## src/rtl/host_bus_master.sv

```systemverilog
// host_bus_master
// Bus-cycle initiator for the FPGA host interface. Converts a valid/ready
// request stream into chip-select/strobe cycles on HOST_nCS/HOST_nWE/HOST_nOE,
// HOST_ADD and HDI, and captures read data from HDO.
//
// Parameters (each 0..15):
//   SETUP_CYC  - nCS low, strobe high, before the strobe (0 skips)
//   STROBE_CYC - nWE/nOE low (minimum 1)
//   HOLD_CYC   - nCS low, strobe high, after the strobe (0 skips)
//   IDLE_CYC   - nCS high recovery after each beat (0 skips)
//
// Ports:
//   clk, nRESET            clock, asynchronous active-low reset
//   req_valid/req_ready    request handshake (ready only in IDLE)
//   req_we, req_wide       1=write / 64-bit access
//   req_addr, req_wdata    byte address (bit 0 ignored), write data
//   rsp_valid, rsp_rdata   one-cycle completion pulse, read data (held)
//   busy                   FSM not in IDLE
//   HOST_nCS/nWE/nOE       active-low bus strobes
//   HOST_ADD, HDI, HDO     bus address, write data, read data
//
// Optional feature macro: HOST_BUS_MASTER_WIDE_EN
//   defined   - req_wide=1 issues four beats (addr, +2, +4, +6), low word first
//   undefined - every access is one 16-bit beat; req_wide and wdata[63:16]
//               are ignored, rsp_rdata[63:16] reads 0
//
// All outputs are registered: the combinational block computes next-state and
// next-output values and both are captured on the same edge.

module host_bus_master #(
   parameter int unsigned SETUP_CYC  = 1,
   parameter int unsigned STROBE_CYC = 3,
   parameter int unsigned HOLD_CYC   = 1,
   parameter int unsigned IDLE_CYC   = 1
) (
   input  logic        clk,
   input  logic        nRESET,
   input  logic        req_valid,
   output logic        req_ready,
   input  logic        req_we,
   input  logic        req_wide,
   input  logic [20:0] req_addr,
   input  logic [63:0] req_wdata,
   output logic        rsp_valid,
   output logic [63:0] rsp_rdata,
   output logic        busy,
   output logic        HOST_nCS,
   output logic        HOST_nWE,
   output logic        HOST_nOE,
   output logic [20:0] HOST_ADD,
   output logic [15:0] HDI,
   input  logic [15:0] HDO
);

   localparam int unsigned ADDR_W = 21;
   localparam int unsigned BUS_W  = 16;
   localparam int unsigned RSP_W  = 64;
`ifdef HOST_BUS_MASTER_WIDE_EN
   localparam int unsigned DATA_W = 64;
`else
   localparam int unsigned DATA_W = 16;
`endif

   // Counter load values: a state with count N runs N cycles, loaded with N-1.
   localparam logic [3:0] SETUP_LD  = 4'((SETUP_CYC  == 0) ? 0 : SETUP_CYC  - 1);
   localparam logic [3:0] STROBE_LD = 4'((STROBE_CYC == 0) ? 0 : STROBE_CYC - 1);
   localparam logic [3:0] HOLD_LD   = 4'((HOLD_CYC   == 0) ? 0 : HOLD_CYC   - 1);
   localparam logic [3:0] IDLE_LD   = 4'((IDLE_CYC   == 0) ? 0 : IDLE_CYC   - 1);

   typedef enum logic [2:0] {
      IDLE    = 3'd0,
      SETUP   = 3'd1,
      STROBE  = 3'd2,
      HOLD    = 3'd3,
      RECOVER = 3'd4
   } state_t;

   // First state of every beat; SETUP is skipped when it has no cycles.
   localparam state_t     FIRST_ST = (SETUP_CYC != 0) ? SETUP : STROBE;
   localparam logic [3:0] FIRST_LD = (SETUP_CYC != 0) ? SETUP_LD : STROBE_LD;

   state_t              state_q, state_d;
   logic [3:0]          cnt_q, cnt_d;
   logic [1:0]          beat_q, beat_d;
   logic                we_q, we_d;
   logic                wide_q, wide_d;
   logic [ADDR_W-1:0]   baddr_q, baddr_d;
   logic [DATA_W-1:0]   wdata_q, wdata_d;
   logic [DATA_W-1:0]   rbuf_q, rbuf_d;

   logic                last_beat;
   logic                end_beat;
   logic                next_beat;
   logic                start_beat;
   logic [BUS_W-1:0]    beat_word;

   logic                ncs_d, nwe_d, noe_d;
   logic [ADDR_W-1:0]   add_d;
   logic [BUS_W-1:0]    hdi_d;
   logic                rsp_valid_d;
   logic                ready_d;
   logic                busy_d;

`ifndef HOST_BUS_MASTER_WIDE_EN
   logic unused_wide;
   assign unused_wide = ^{req_wide, req_wdata[63:16]};
`endif

   // Next-state and next-output logic
   always_comb begin
      state_d     = state_q;
      cnt_d       = cnt_q;
      beat_d      = beat_q;
      we_d        = we_q;
      wide_d      = wide_q;
      baddr_d     = baddr_q;
      wdata_d     = wdata_q;
      rbuf_d      = rbuf_q;
      end_beat    = 1'b0;
      next_beat   = 1'b0;
      start_beat  = 1'b0;
      beat_word   = '0;
      add_d       = HOST_ADD;
      hdi_d       = HDI;
      rsp_valid_d = 1'b0;
      last_beat   = !wide_q || (beat_q == 2'd3);

      unique case (state_q)
         IDLE: begin
            if (req_valid) begin
               we_d       = req_we;
`ifdef HOST_BUS_MASTER_WIDE_EN
               wide_d     = req_wide;
               wdata_d    = req_wdata;
`else
               wide_d     = 1'b0;
               wdata_d    = req_wdata[15:0];
`endif
               baddr_d    = req_addr;
               beat_d     = 2'd0;
               rbuf_d     = '0;
               start_beat = 1'b1;
            end
         end
         SETUP: begin
            if (cnt_q == 4'd0) begin
               state_d = STROBE;
               cnt_d   = STROBE_LD;
            end else begin
               cnt_d = cnt_q - 4'd1;
            end
         end
         STROBE: begin
            if (cnt_q == 4'd0) begin
               // Read data is sampled on the edge that ends the strobe.
               if (!we_q) begin
`ifdef HOST_BUS_MASTER_WIDE_EN
                  rbuf_d[{beat_q, 4'b0000} +: 16] = HDO;
`else
                  rbuf_d = HDO;
`endif
               end
               if (HOLD_CYC != 0) begin
                  state_d = HOLD;
                  cnt_d   = HOLD_LD;
               end else begin
                  end_beat = 1'b1;
               end
            end else begin
               cnt_d = cnt_q - 4'd1;
            end
         end
         HOLD: begin
            if (cnt_q == 4'd0) begin
               end_beat = 1'b1;
            end else begin
               cnt_d = cnt_q - 4'd1;
            end
         end
         RECOVER: begin
            if (cnt_q == 4'd0) begin
               next_beat = 1'b1;
            end else begin
               cnt_d = cnt_q - 4'd1;
            end
         end
         default: begin
            state_d = IDLE;
         end
      endcase

      // Leaving the bus-active part of a beat.
      if (end_beat) begin
         rsp_valid_d = last_beat;
         if (IDLE_CYC != 0) begin
            state_d = RECOVER;
            cnt_d   = IDLE_LD;
         end else begin
            next_beat = 1'b1;
         end
      end

      // Either finish the access or advance to the next beat address.
      if (next_beat) begin
         if (last_beat) begin
            state_d = IDLE;
            cnt_d   = 4'd0;
         end else begin
            beat_d     = beat_q + 2'd1;
            baddr_d    = ADDR_W'(baddr_q + 21'd2);
            start_beat = 1'b1;
         end
      end

      // Address and data are launched together with the first state of a beat.
      if (start_beat) begin
         state_d = FIRST_ST;
         cnt_d   = FIRST_LD;
`ifdef HOST_BUS_MASTER_WIDE_EN
         beat_word = wdata_d[{beat_d, 4'b0000} +: 16];
`else
         beat_word = wdata_d;
`endif
         add_d = {baddr_d[ADDR_W-1:1], 1'b0};
         hdi_d = we_d ? beat_word : '0;
      end

      ncs_d   = !((state_d == SETUP) || (state_d == STROBE) || (state_d == HOLD));
      nwe_d   = !((state_d == STROBE) && we_d);
      noe_d   = !((state_d == STROBE) && !we_d);
      ready_d = (state_d == IDLE);
      busy_d  = (state_d != IDLE);
   end

   // State register
   always_ff @(posedge clk or negedge nRESET) begin
      if (!nRESET) begin
         state_q <= IDLE;
         cnt_q   <= 4'd0;
         beat_q  <= 2'd0;
         we_q    <= 1'b0;
         wide_q  <= 1'b0;
         baddr_q <= '0;
         wdata_q <= '0;
         rbuf_q  <= '0;
      end else begin
         state_q <= state_d;
         cnt_q   <= cnt_d;
         beat_q  <= beat_d;
         we_q    <= we_d;
         wide_q  <= wide_d;
         baddr_q <= baddr_d;
         wdata_q <= wdata_d;
         rbuf_q  <= rbuf_d;
      end
   end

   // Registered outputs; reset forces all strobes high immediately
   always_ff @(posedge clk or negedge nRESET) begin
      if (!nRESET) begin
         HOST_nCS  <= 1'b1;
         HOST_nWE  <= 1'b1;
         HOST_nOE  <= 1'b1;
         HOST_ADD  <= '0;
         HDI       <= '0;
         req_ready <= 1'b1;
         busy      <= 1'b0;
         rsp_valid <= 1'b0;
         rsp_rdata <= '0;
      end else begin
         HOST_nCS  <= ncs_d;
         HOST_nWE  <= nwe_d;
         HOST_nOE  <= noe_d;
         HOST_ADD  <= add_d;
         HDI       <= hdi_d;
         req_ready <= ready_d;
         busy      <= busy_d;
         rsp_valid <= rsp_valid_d;
         if (rsp_valid_d) begin
            rsp_rdata <= RSP_W'(rbuf_d);
         end
      end
   end

endmodule

```

## config.mk

```make
export PLATFORM = sky130hd
export DESIGN_NAME = host_bus_master
export DESIGN_NICKNAME = d
export VERILOG_FILES = /design/src/rtl/host_bus_master.sv
export SDC_FILE = /design/constraint.sdc
export NUM_CORES = 1
export LEC_CHECK = 0
export BUFFER_PORTS_ARGS = -buffer_cell sky130_fd_sc_hd__buf_2
export CORE_AREA = 5 5 118 87
export DETAILED_ROUTE_END_ITERATION = 10
export DIE_AREA = 0 0 123 92
export GPL_TIMING_DRIVEN = 0
export PLACE_DENSITY = 0.75
export SYNTH_ARGS = -nofsm -noshare
export SYNTH_HDL_FRONTEND = slang
export SYNTH_SLANG_ARGS = --single-unit
```

## constraint.sdc

```tcl
create_clock -name clk -period 2.5 [get_ports clk]
set_clock_uncertainty 0.1 [all_clocks]
set_input_delay 0.125 -clock clk [delete_from_list [all_inputs] [get_ports clk]]
set_output_delay 0.125 -clock clk [all_outputs]
set_load 0.02 [all_outputs]
```

# Word-level counts from Yosys, hierarchy flattened

Cells that the tools add are included.

Bits in registers: 119
Output and inout bits: 107
Input bits: 106

Add/subtract/negate cells: 1
Eq/ne operators: 8
Multiplexer cells: 30
Reductions and logical operators: 17

Operator list:

| kind                  | number |
|---|---|
| $mux W16              | 6 |
| $mux W21              | 2 |
| $pmux W16 S2          | 1 |
| $mux W4               | 6 |
| $mux W3               | 5 |
| $eq A3 B2 Y1 const B  | 4 |
| $pmux W4 S3           | 1 |
| $pmux W3 S3           | 1 |
| $mux W1               | 8 |
| $eq A3 B1 Y1 const B  | 2 |
| $logic_not A3 Y1      | 2 |
| $reduce_bool A6 Y1    | 1 |
| $ne A5 B4 Y1 const B  | 1 |
| $logic_not A1 Y1      | 4 |
| $logic_not A4 Y1      | 1 |
| $reduce_and A2 Y1     | 2 |
| $sub A4 B1 Y4 const B | 1 |
| $eq A3 B3 Y1 const B  | 1 |
| $reduce_bool A3 Y1    | 1 |
| $reduce_or A3 Y1      | 1 |
| $logic_and A1 B1 Y1   | 2 |
| $logic_or A1 B1 Y1    | 2 |
| $reduce_or A2 Y1      | 1 |

# Depth between registers and ports, before layout

Gate-level depths: netlist (run 1).

Word-level depth: 10
Mapped depth: 7
Depth with buffers taken out: 5

# Worst setup path after synthesis (run 1)

No wires, ideal clock.

Kind: reg2reg
Start: register cnt_q[0]
End: register rsp_rdata[2]
Library setup time: 128 ps
Path buffers: 1
Slack: 564 ps
Arrival: 1708 ps
Stages on the path, launching flop included: 7
Period minus slack after synthesis: 1936 ps
Path through: dfrtp_1 > inv_1 > ha_1 > nor3b_2 > nand4_2 > buf_2 > mux2_1

Cells in the longest elaborated chain, start to end: 4
Elaborated cells between the ends (all ways): 6

Ends and longest elaborated chain:

| element                | RTL line | source |
|---|---|---|
| from (decl)            | 83       | `logic [3:0] cnt_q, cnt_d;` |
| from (signal assigned) | 248      | `cnt_q <= cnt_d;` |
| $logic_not A4 Y1 *     | 154, 174 |  |
| $mux W1                | 174      | `if (cnt_q == 4'd0) begin` |
| $mux W1                | -        |  |
| $mux W1                | 193      | `if (end_beat) begin` |
| to (signal assigned)   | 280      | `rsp_rdata <= RSP_W'(rbuf_d);` |
| to (decl)              | 45       | `output logic [63:0] rsp_rdata,` |

Every way passes the cells marked *; elsewhere a longest branch is shown, timed or not.
A chain may end at the register's enable or synchronous reset.

# Final worst setup path (run 1)

Start: register cnt_q[0]
End: register rsp_rdata[4]

The elaborated chain is that of the path after synthesis.

==> results of run 1 <==
[cell families (layout without fill, tap and decap cells)]
family / Yosys count / after routing
AND/OR/NAND/NOR: 153 / 153
AO/OA/AOI/OAI: 14 / 14
buffers and inverters: 78 / 259
adder cells (fa/ha/maj): 4 / 4
flip-flops: 82 / 82
other: 1 / 49
multiplexers: 33 / 33
XOR/XNOR: 1 / 1
[sequential cells by signal, summed over array words and instances, names as in the netlist]
name / count
HOST_nWE: 1
rsp_rdata: 16
state_q: 3
req_ready: 1
busy: 1
HOST_ADD: 20
HOST_nOE: 1
rbuf_q: 16
HDI: 16
HOST_nCS: 1
cnt_q: 4
rsp_valid: 1
we_q: 1
[cell type report]
cell class | count | area share [%]
plain buffers | 70 | 8.537
flip-flops and latches | 82 | 36.94
clock buffers | 11 | 4.179
clock inverters | 3 | 0.7639
repair buffers | 167 | 20.31
multi-input cells | 254 | 25.95
inverters | 8 | 0.5392
well taps | 124 | 2.786
[layout by cell type, fill, tap and decap left out, types with 2 or more instances in the layout]
cell,instances
nand4_1,2
conb_1,49
nor2_1,3
clkbuf_16,9
o221ai_1,3
buf_4,51
nor2b_1,2
mux2_2,31
and2_1,16
dfrtp_1,78
dlygate4sd3_1,54
buf_6,3
ha_1,2
inv_1,8
maj3_1,2
a31oi_1,3
a32oi_1,2
nand2_1,97
mux2_1,2
nor3_1,2
clkbuf_1,17
dfstp_2,4
o21ai_0,2
nand3_1,19
buf_2,113
[worst max path at each step]
| stage | from | endpoint |
|---|---|---|
| after floorplan | cnt_q[0]$_DFFE_PN0P_ | rsp_rdata[2]$_DFFE_PN0P_ |
| after global placement | cnt_q[0]$_DFFE_PN0P_ | rsp_rdata[4]$_DFFE_PN0P_ |
| after detailed placement | cnt_q[0]$_DFFE_PN0P_ | rsp_rdata[4]$_DFFE_PN0P_ |
| after CTS | cnt_q[2]$_DFFE_PN0P_ | rbuf_q[7]$_DFF_PN0_ |
| after global routing | cnt_q[0]$_DFFE_PN0P_ | rsp_rdata[4]$_DFFE_PN0P_ |
| final | cnt_q[0]$_DFFE_PN0P_ | rsp_rdata[4]$_DFFE_PN0P_ |
[through the flow]
stage | instances | worst slack [ns]
floorplan | 414 | 0.5641
global placement | 650 | 0.2354
detailed placement | 651 | 0.2165
CTS | 719 | 0.2056
global route | 719 | 0.06809
finish | 719 | 0.2286
[where the power goes]
part,switching (W),internal [W]
sequential,0.000281,0.00193
clock,0.000468,0.000760
combinational,0.00159,0.00104
total,0.00233,0.00373
[cell usage after synthesis (all sizes together) (2+ instances only)]
master   n  area [um2]
a31oi    3       18.77
a32oi    2       17.52
and2    16       100.1
buf     55       419.2
clkbuf  15       56.30
dfrtp   78        1952
dfstp    4       105.1
ha       2       25.02
inv      8       30.03
maj3     2       20.02
mux2    33       371.6
nand2   97       364.1
nand3   19       95.09
nand4    3       25.02
nor2     3       11.26
nor2b    2       12.51
nor3     2       10.01
nor4     2       27.53
o21ai    2       10.01
o221ai   3       26.28
[worst register-to-register path: stages (launching register included)]
cell	delay [ns]
dfrtp_1	0.42
inv_1	0.09
ha_1	0.19
nor3b_2	0.32
nand4_2	0.35
buf_2	0.34
mux2_1	0.34
[per-layer routing]
metal	vias up	global-route usage (%)	part of all wire, %
met5	-	0	0
met4	0	4.793	1.3
met3	13	5.228	7.6
met2	123	30.47	49
met1	1480	21.51	42
li1	1545	-	-
==> impl_results.md, run 1 <==
- Status: complete, no violations
- Avg Vias per Cell: 4.396
- Final Cell Area: 0.005569 mm2
- Setup violations, final: 0
- Number of distinct library cells after synthesis: 40
- Clock Path Buffers: 2
- Slew Limit Headroom: 49.08%
- CP Data Arrival Time: 2.38 ns
- Final HPWL DP: 6.873 mm
- GP Congestion: 0.8166
- Cts repair resizes: 0
- Slew Limit Fails: 0
- Adder-cell area share of the yosys netlist: 1.177%
- Fin crit share: 90.85%
- R2R Setup Slk: 0.23 ns
- Share of post-route cells with drive strength above 1: 37.14%
- Async S/R FF share, synth: 100.0%
- Num ports: 213
- Syn avg cell area: 10.46 um2
- Row count: 29
- Per-cell routed wire length: 13.62 um
- CP peak stage delay: 0.42 ns
- Total Power: 0.006066 W
- CP Cell Sequence: inv_1 > ha_1 > nor3b_2 > nand4_2 > buf_2 > mux2_1
- Die ar.: 0.01132 mm2
- Inserted Diodes: 0
- Reg clk slew, reported paths: 0.06 ns
- Synth Area in XOR/XNOR: 0.2288%
- Hold crit path type: in2reg
- Mux cell area share after synthesis: 9.709%
- Min Hold Slack: 0.09560 ns
- CTS H-tree depth: 3
- Cell Pwr Density: 1089 mW/mm2
- Crit. End Element: register
- Synth warn: 0
- Crit path time final: 2.271 ns
- CTS Root Buffer Type: clkbuf_16
- Net total in the final layout: 700
- DIE WIDTH: 123 um
- Core area: 0.008890 mm2
- Synth Area in Compound Gates: 2.681%
- CP max-delay cell: dfrtp_1
- Die Y: 92 um
- Final Hold Fails: 0
- Crit Path Max Fanout: 10
- Worst hold stages: 3
- Total GRT Usage: 17.64%
- Routed wire length: 9.794 mm
- Worst Hold Endpoint: HDI[5]$_DFFE_PN0P_
- Util after Layout: 62.65%
- Post-synth EDFFs: 0
- Worst-margin pin slew: 0.7618 ns
- Post-synthesis cell area: 0.003827 mm2
- GRT overflow: 0
- First-pass GRT wire length: 15.80 mm
- DRT Pass-1 Iters: 4
- Initial Utilization: 43.05%
- Max IR drop VDD: 0.0006117 V
- PortBufs: 112
- Syn Inst Count: 366
- Reg area: 0.002057 mm2
- Cts hold-fix bufs: 54
- Leak: 3.055 nW
- Area of the multi-input gates: 0.001445 mm2
- Crit Path Class: reg2reg
- Final ANT Viol Nets: 0
- Total number of vias: 3161
- Post-place instance area: 0.004753 mm2
- CTS sink cnt: 82
- Worst R2R Path Depth: 6
- Worst-Skew Late Latency: 0.33 ns
- Hold_sp: req_we
- Max Clock Freq: 440.3 MHz
- CP Depth: 6
- Setup TNS: 0 ns
- DRC viols: 0
- Reg2reg start: cnt_q[0]$_DFFE_PN0P_
- RSZ-0062 raised after global routing: no
- Area grow syn2layout: 45.51%
- CP Data Required Time: 2.61 ns
- Fill cell count: 744
- Total CTS buffers: 9
- Critical Path Start Type: register
- TritonCTS clock tree: built
- Number of setup buffers added after CTS: 0
- Max-Cap Viols: 0
- Buf/Inv on CP: 2
- Vias in the first global route: 3229
- R2r endpoint: rsp_rdata[4]$_DFFE_PN0P_
- Sequential share of the synthesized area: 53.74%
- Initial drt markers: 120
- Top delay family on crit path: simple AND/OR/NAND/NOR gates
- Largest net degree at the start of global routing: 54
- Main combinational cell family by area after synthesis: simple AND/OR/NAND/NOR gates
- Post-synthesis simple-gate area fraction: 19.16%
- Synth Register Bits: 82
- Ys flop type: dfrtp_1
- Initial antenna violation count: 0
No activity file was read; power rests on OpenSTA's default activity.
==> run 2: changes to the inputs <==
- CELL_PAD_IN_SITES_DETAIL_PLACEMENT: not set -> 1
- CELL_PAD_IN_SITES_GLOBAL_PLACEMENT: not set -> 2
- CORE_AREA: 5 5 118 87 -> 5 5 130 132
- DIE_AREA: 0 0 123 92 -> 0 0 135 137
- PLACE_DENSITY: 0.75 -> 0.76
==> impl_results.md, run 2 (synthesis gave the netlist of run 1 again) <==
- Core area: 0.01560 mm2 (was 0.008890 mm2)
- Max reg flops: 20 (unchanged)
- Final non-filler cell total: 813 (was 719)
- Reg2reg start: cnt_q[0]$_DFFE_PN0P_ (unchanged)
- Post-Place Worst Slack: 0.1462 ns (was 0.2165 ns)
- Buf/Inv on CP: 2 (unchanged)
- Fin crit share: 92.51% (was 90.85%)
- CP max-delay cell: dfrtp_1 (unchanged)
- Share of post-route cells with drive strength above 1: 37.52% (was 37.14%)
- Util after Layout: 36.64% (was 62.65%)
- CP Data Required Time: 2.62 ns (was 2.61 ns)
- Slew Limit Headroom: 47.63% (was 49.08%)
- Clock Path Buffers: 2 (unchanged)
- First-pass GRT wire length: 18.53 mm (was 15.80 mm)
- DIE WIDTH: 135 um (was 123 um)
- Total number of vias: 3243 (was 3161)
- Clock network power share: 21.8% (was 20.3%)
- Per-cell routed wire length: 13.83 um (was 13.62 um)
- Largest net degree at the start of global routing: 60 (was 54)
- Final HPWL DP: 8.232 mm (was 6.873 mm)
- Area grow syn2layout: 49.33% (was 45.51%)
- Cell Pwr Density: 1093 mW/mm2 (was 1089 mW/mm2)
- Min Hold Slack: 0.07332 ns (was 0.09560 ns)
- Number of setup buffers added after CTS: 0 (unchanged)
- Vias in the first global route: 3657 (was 3229)
- Initial drt markers: 74 (was 120)
- Worst R2R Path Depth: 6 (unchanged)
- Crit Path Max Fanout: 10 (unchanged)
- CP peak stage delay: 0.43 ns (was 0.42 ns)
- Num ports: 213 (unchanged)
- Crit. End Element: register (unchanged)
- R2r endpoint: rsp_rdata[2]$_DFFE_PN0P_ (was rsp_rdata[4]$_DFFE_PN0P_)
- Leak: 3.068 nW (was 3.055 nW)
- Initial antenna violation count: 0 (unchanged)
- Die ar.: 0.01850 mm2 (was 0.01132 mm2)
- Setup violations, final: 0 (unchanged)
- Psw: 0.002446 W (was 0.002335 W)
- Total CTS buffers: 9 (unchanged)
- Commonest non-fill, non-tap cell in the layout: buf_2 (unchanged)
- Initial Utilization: 24.54% (was 43.05%)
- Final ANT Viol Nets: 0 (unchanged)
- Crit path time final: 2.313 ns (was 2.271 ns)
- Setup TNS: 0 ns (unchanged)
- Routed wire length: 11.25 mm (was 9.794 mm)
- Most frequent cells in the layout: buf_2, nand2_1, dfrtp_1 (unchanged)
- R2R Setup Slk: 0.19 ns (was 0.23 ns)
- Hold crit path type: in2reg (unchanged)
- PortBufs: 112 (unchanged)
- Max Clock Freq: 432.4 MHz (was 440.3 MHz)
- Final Hold Fails: 0 (unchanged)
- Crit Path Class: reg2reg (unchanged)
- GP Congestion: 0.7431 (was 0.8166)
- Critical Path Start Type: register (unchanged)
- RSZ-0062 raised after global routing: no (unchanged)
- CTS sink cnt: 82 (unchanged)
- Reg clk slew, reported paths: 0.06 ns (about the same)
- Slew Limit Fails: 0 (unchanged)
- Worst-Skew Late Latency: 0.34 ns (was 0.33 ns)
- Total GRT Usage: 12.69% (was 17.64%)
- Placed Cells: 743 (was 651)
- Worst hold stages: 3 (unchanged)
- Top delay family on crit path: simple AND/OR/NAND/NOR gates (unchanged)
- Row count: 46 (was 29)
- GRT overflow: 0 (unchanged)
- Int Pwr: 0.003798 W (was 0.003731 W)
- CP Data Arrival Time: 2.43 ns (was 2.38 ns)
- Status: complete, no violations (unchanged)
- Max-Cap Viols: 0 (unchanged)
- Final WS setup: 0.1872 ns (was 0.2286 ns)
- Max IR drop VDD: 0.0002967 V (was 0.0006117 V)
- Seq pwr share: 35.4% (was 36.5%)
- CP Cell Sequence: inv_1 > ha_1 > nor3b_2 > nand4_2 > buf_2 > mux2_1 (unchanged)
- Comb pwr share: 42.8% (was 43.3%)
- CTS H-tree depth: 3 (unchanged)
- Die Y: 137 um (was 92 um)
- Top reg by flops: HOST_ADD (unchanged)
- Fill cell count: 1810 (was 744)
- Switching part of the total: 39.17% (was 38.49%)
- Area of the multi-input gates: 0.001445 mm2 (unchanged)
- Inserted Diodes: 0 (unchanged)
- Net total in the final layout: 700 (unchanged)
- DRC viols: 0 (unchanged)
- TritonCTS clock tree: built (unchanged)
- Hold_sp: req_we (unchanged)
- Cts repair resizes: 0 (unchanged)
- DRT Pass-1 Iters: 4 (unchanged)
- Avg Vias per Cell: 3.989 (was 4.396)
- Worst Hold Endpoint: HDI[1]$_DFFE_PN0P_ (was HDI[5]$_DFFE_PN0P_)
- CTS Root Buffer Type: clkbuf_16 (unchanged)
- Worst-margin pin slew: 0.7836 ns (was 0.7618 ns)
- Reg area: 0.002057 mm2 (unchanged)
## run 2: worst max-delay path by stage
stage                         startpoint  cells past startpoint                        to  slack, ns
global route        cnt_q[0]$_DFFE_PN0P_                      6  rsp_rdata[2]$_DFFE_PN0P_      0.009
global placement    cnt_q[0]$_DFFE_PN0P_                      6  rsp_rdata[2]$_DFFE_PN0P_       0.18
floorplan           cnt_q[0]$_DFFE_PN0P_                      6  rsp_rdata[2]$_DFFE_PN0P_       0.56
detailed placement  cnt_q[0]$_DFFE_PN0P_                      6  rsp_rdata[4]$_DFFE_PN0P_       0.15
CTS                 cnt_q[0]$_DFFE_PN0P_                      6  rsp_rdata[2]$_DFFE_PN0P_       0.13
finish              cnt_q[0]$_DFFE_PN0P_                      6  rsp_rdata[2]$_DFFE_PN0P_       0.19
## run 2: routing by layer
| layer | global-route usage, % | part of all wire (%) | up-vias |
|---|---|---|---|
| met5 | 0 | 0 | - |
| met4 | 5.935 | 2.0 | 0 |
| met3 | 3.015 | 5.7 | 18 |
| met2 | 21.98 | 51 | 111 |
| met1 | 14.89 | 42 | 1560 |
| li1 | - | - | 1554 |
## run 2: through the flow
| step | power (W) | instance area (um2) |
|---|---|---|
| 5_1_grt | 0.006738 | 5715 |
| 2_1_floorplan | 0.003973 | 4008 |
| 4_1_cts | 0.006367 | 5715 |
| 3_5_place_dp | 0.004894 | 4868 |
| 6_report | 0.006245 | 5715 |
| 3_3_place_gp | 0.004763 | 4838 |
## run 2: power by group through the flow
| stage | clock (W) | combinational (W) | sequential [W] |
|---|---|---|---|
| floorplan | 0 | 0.00128 | 0.00269 |
| detailed placement | 0 | 0.00264 | 0.00225 |
| CTS | 0.00142 | 0.00272 | 0.00223 |
| global placement | 0 | 0.00254 | 0.00222 |
| finish | 0.00136 | 0.00267 | 0.00221 |
| global route | 0.00148 | 0.00296 | 0.00230 |
## run 2: timing repair
item | in CTS | in global routing
endpoints found under the setup margin | 0 | 0
endpoints found under the hold margin | 133 | 0
hold buffers | 54 | 0
## run 2: layout make-up
| type | count | share of cell area, % |
|---|---|---|
| buffer | 70 | 8.319 |
| clock buffer | 12 | 4.488 |
| clock inverter | 4 | 0.8757 |
| inverter | 8 | 0.5254 |
| multi-input combinational | 254 | 25.28 |
| sequential | 82 | 35.99 |
| tap | 216 | 4.729 |
| timing repair buffer | 167 | 19.79 |
## run 2: tightest hold or removal path, stage by stage
cell and delay, ns:
clkbuf_1 0.18, nand3_1 0.13, nand2_1 0.05
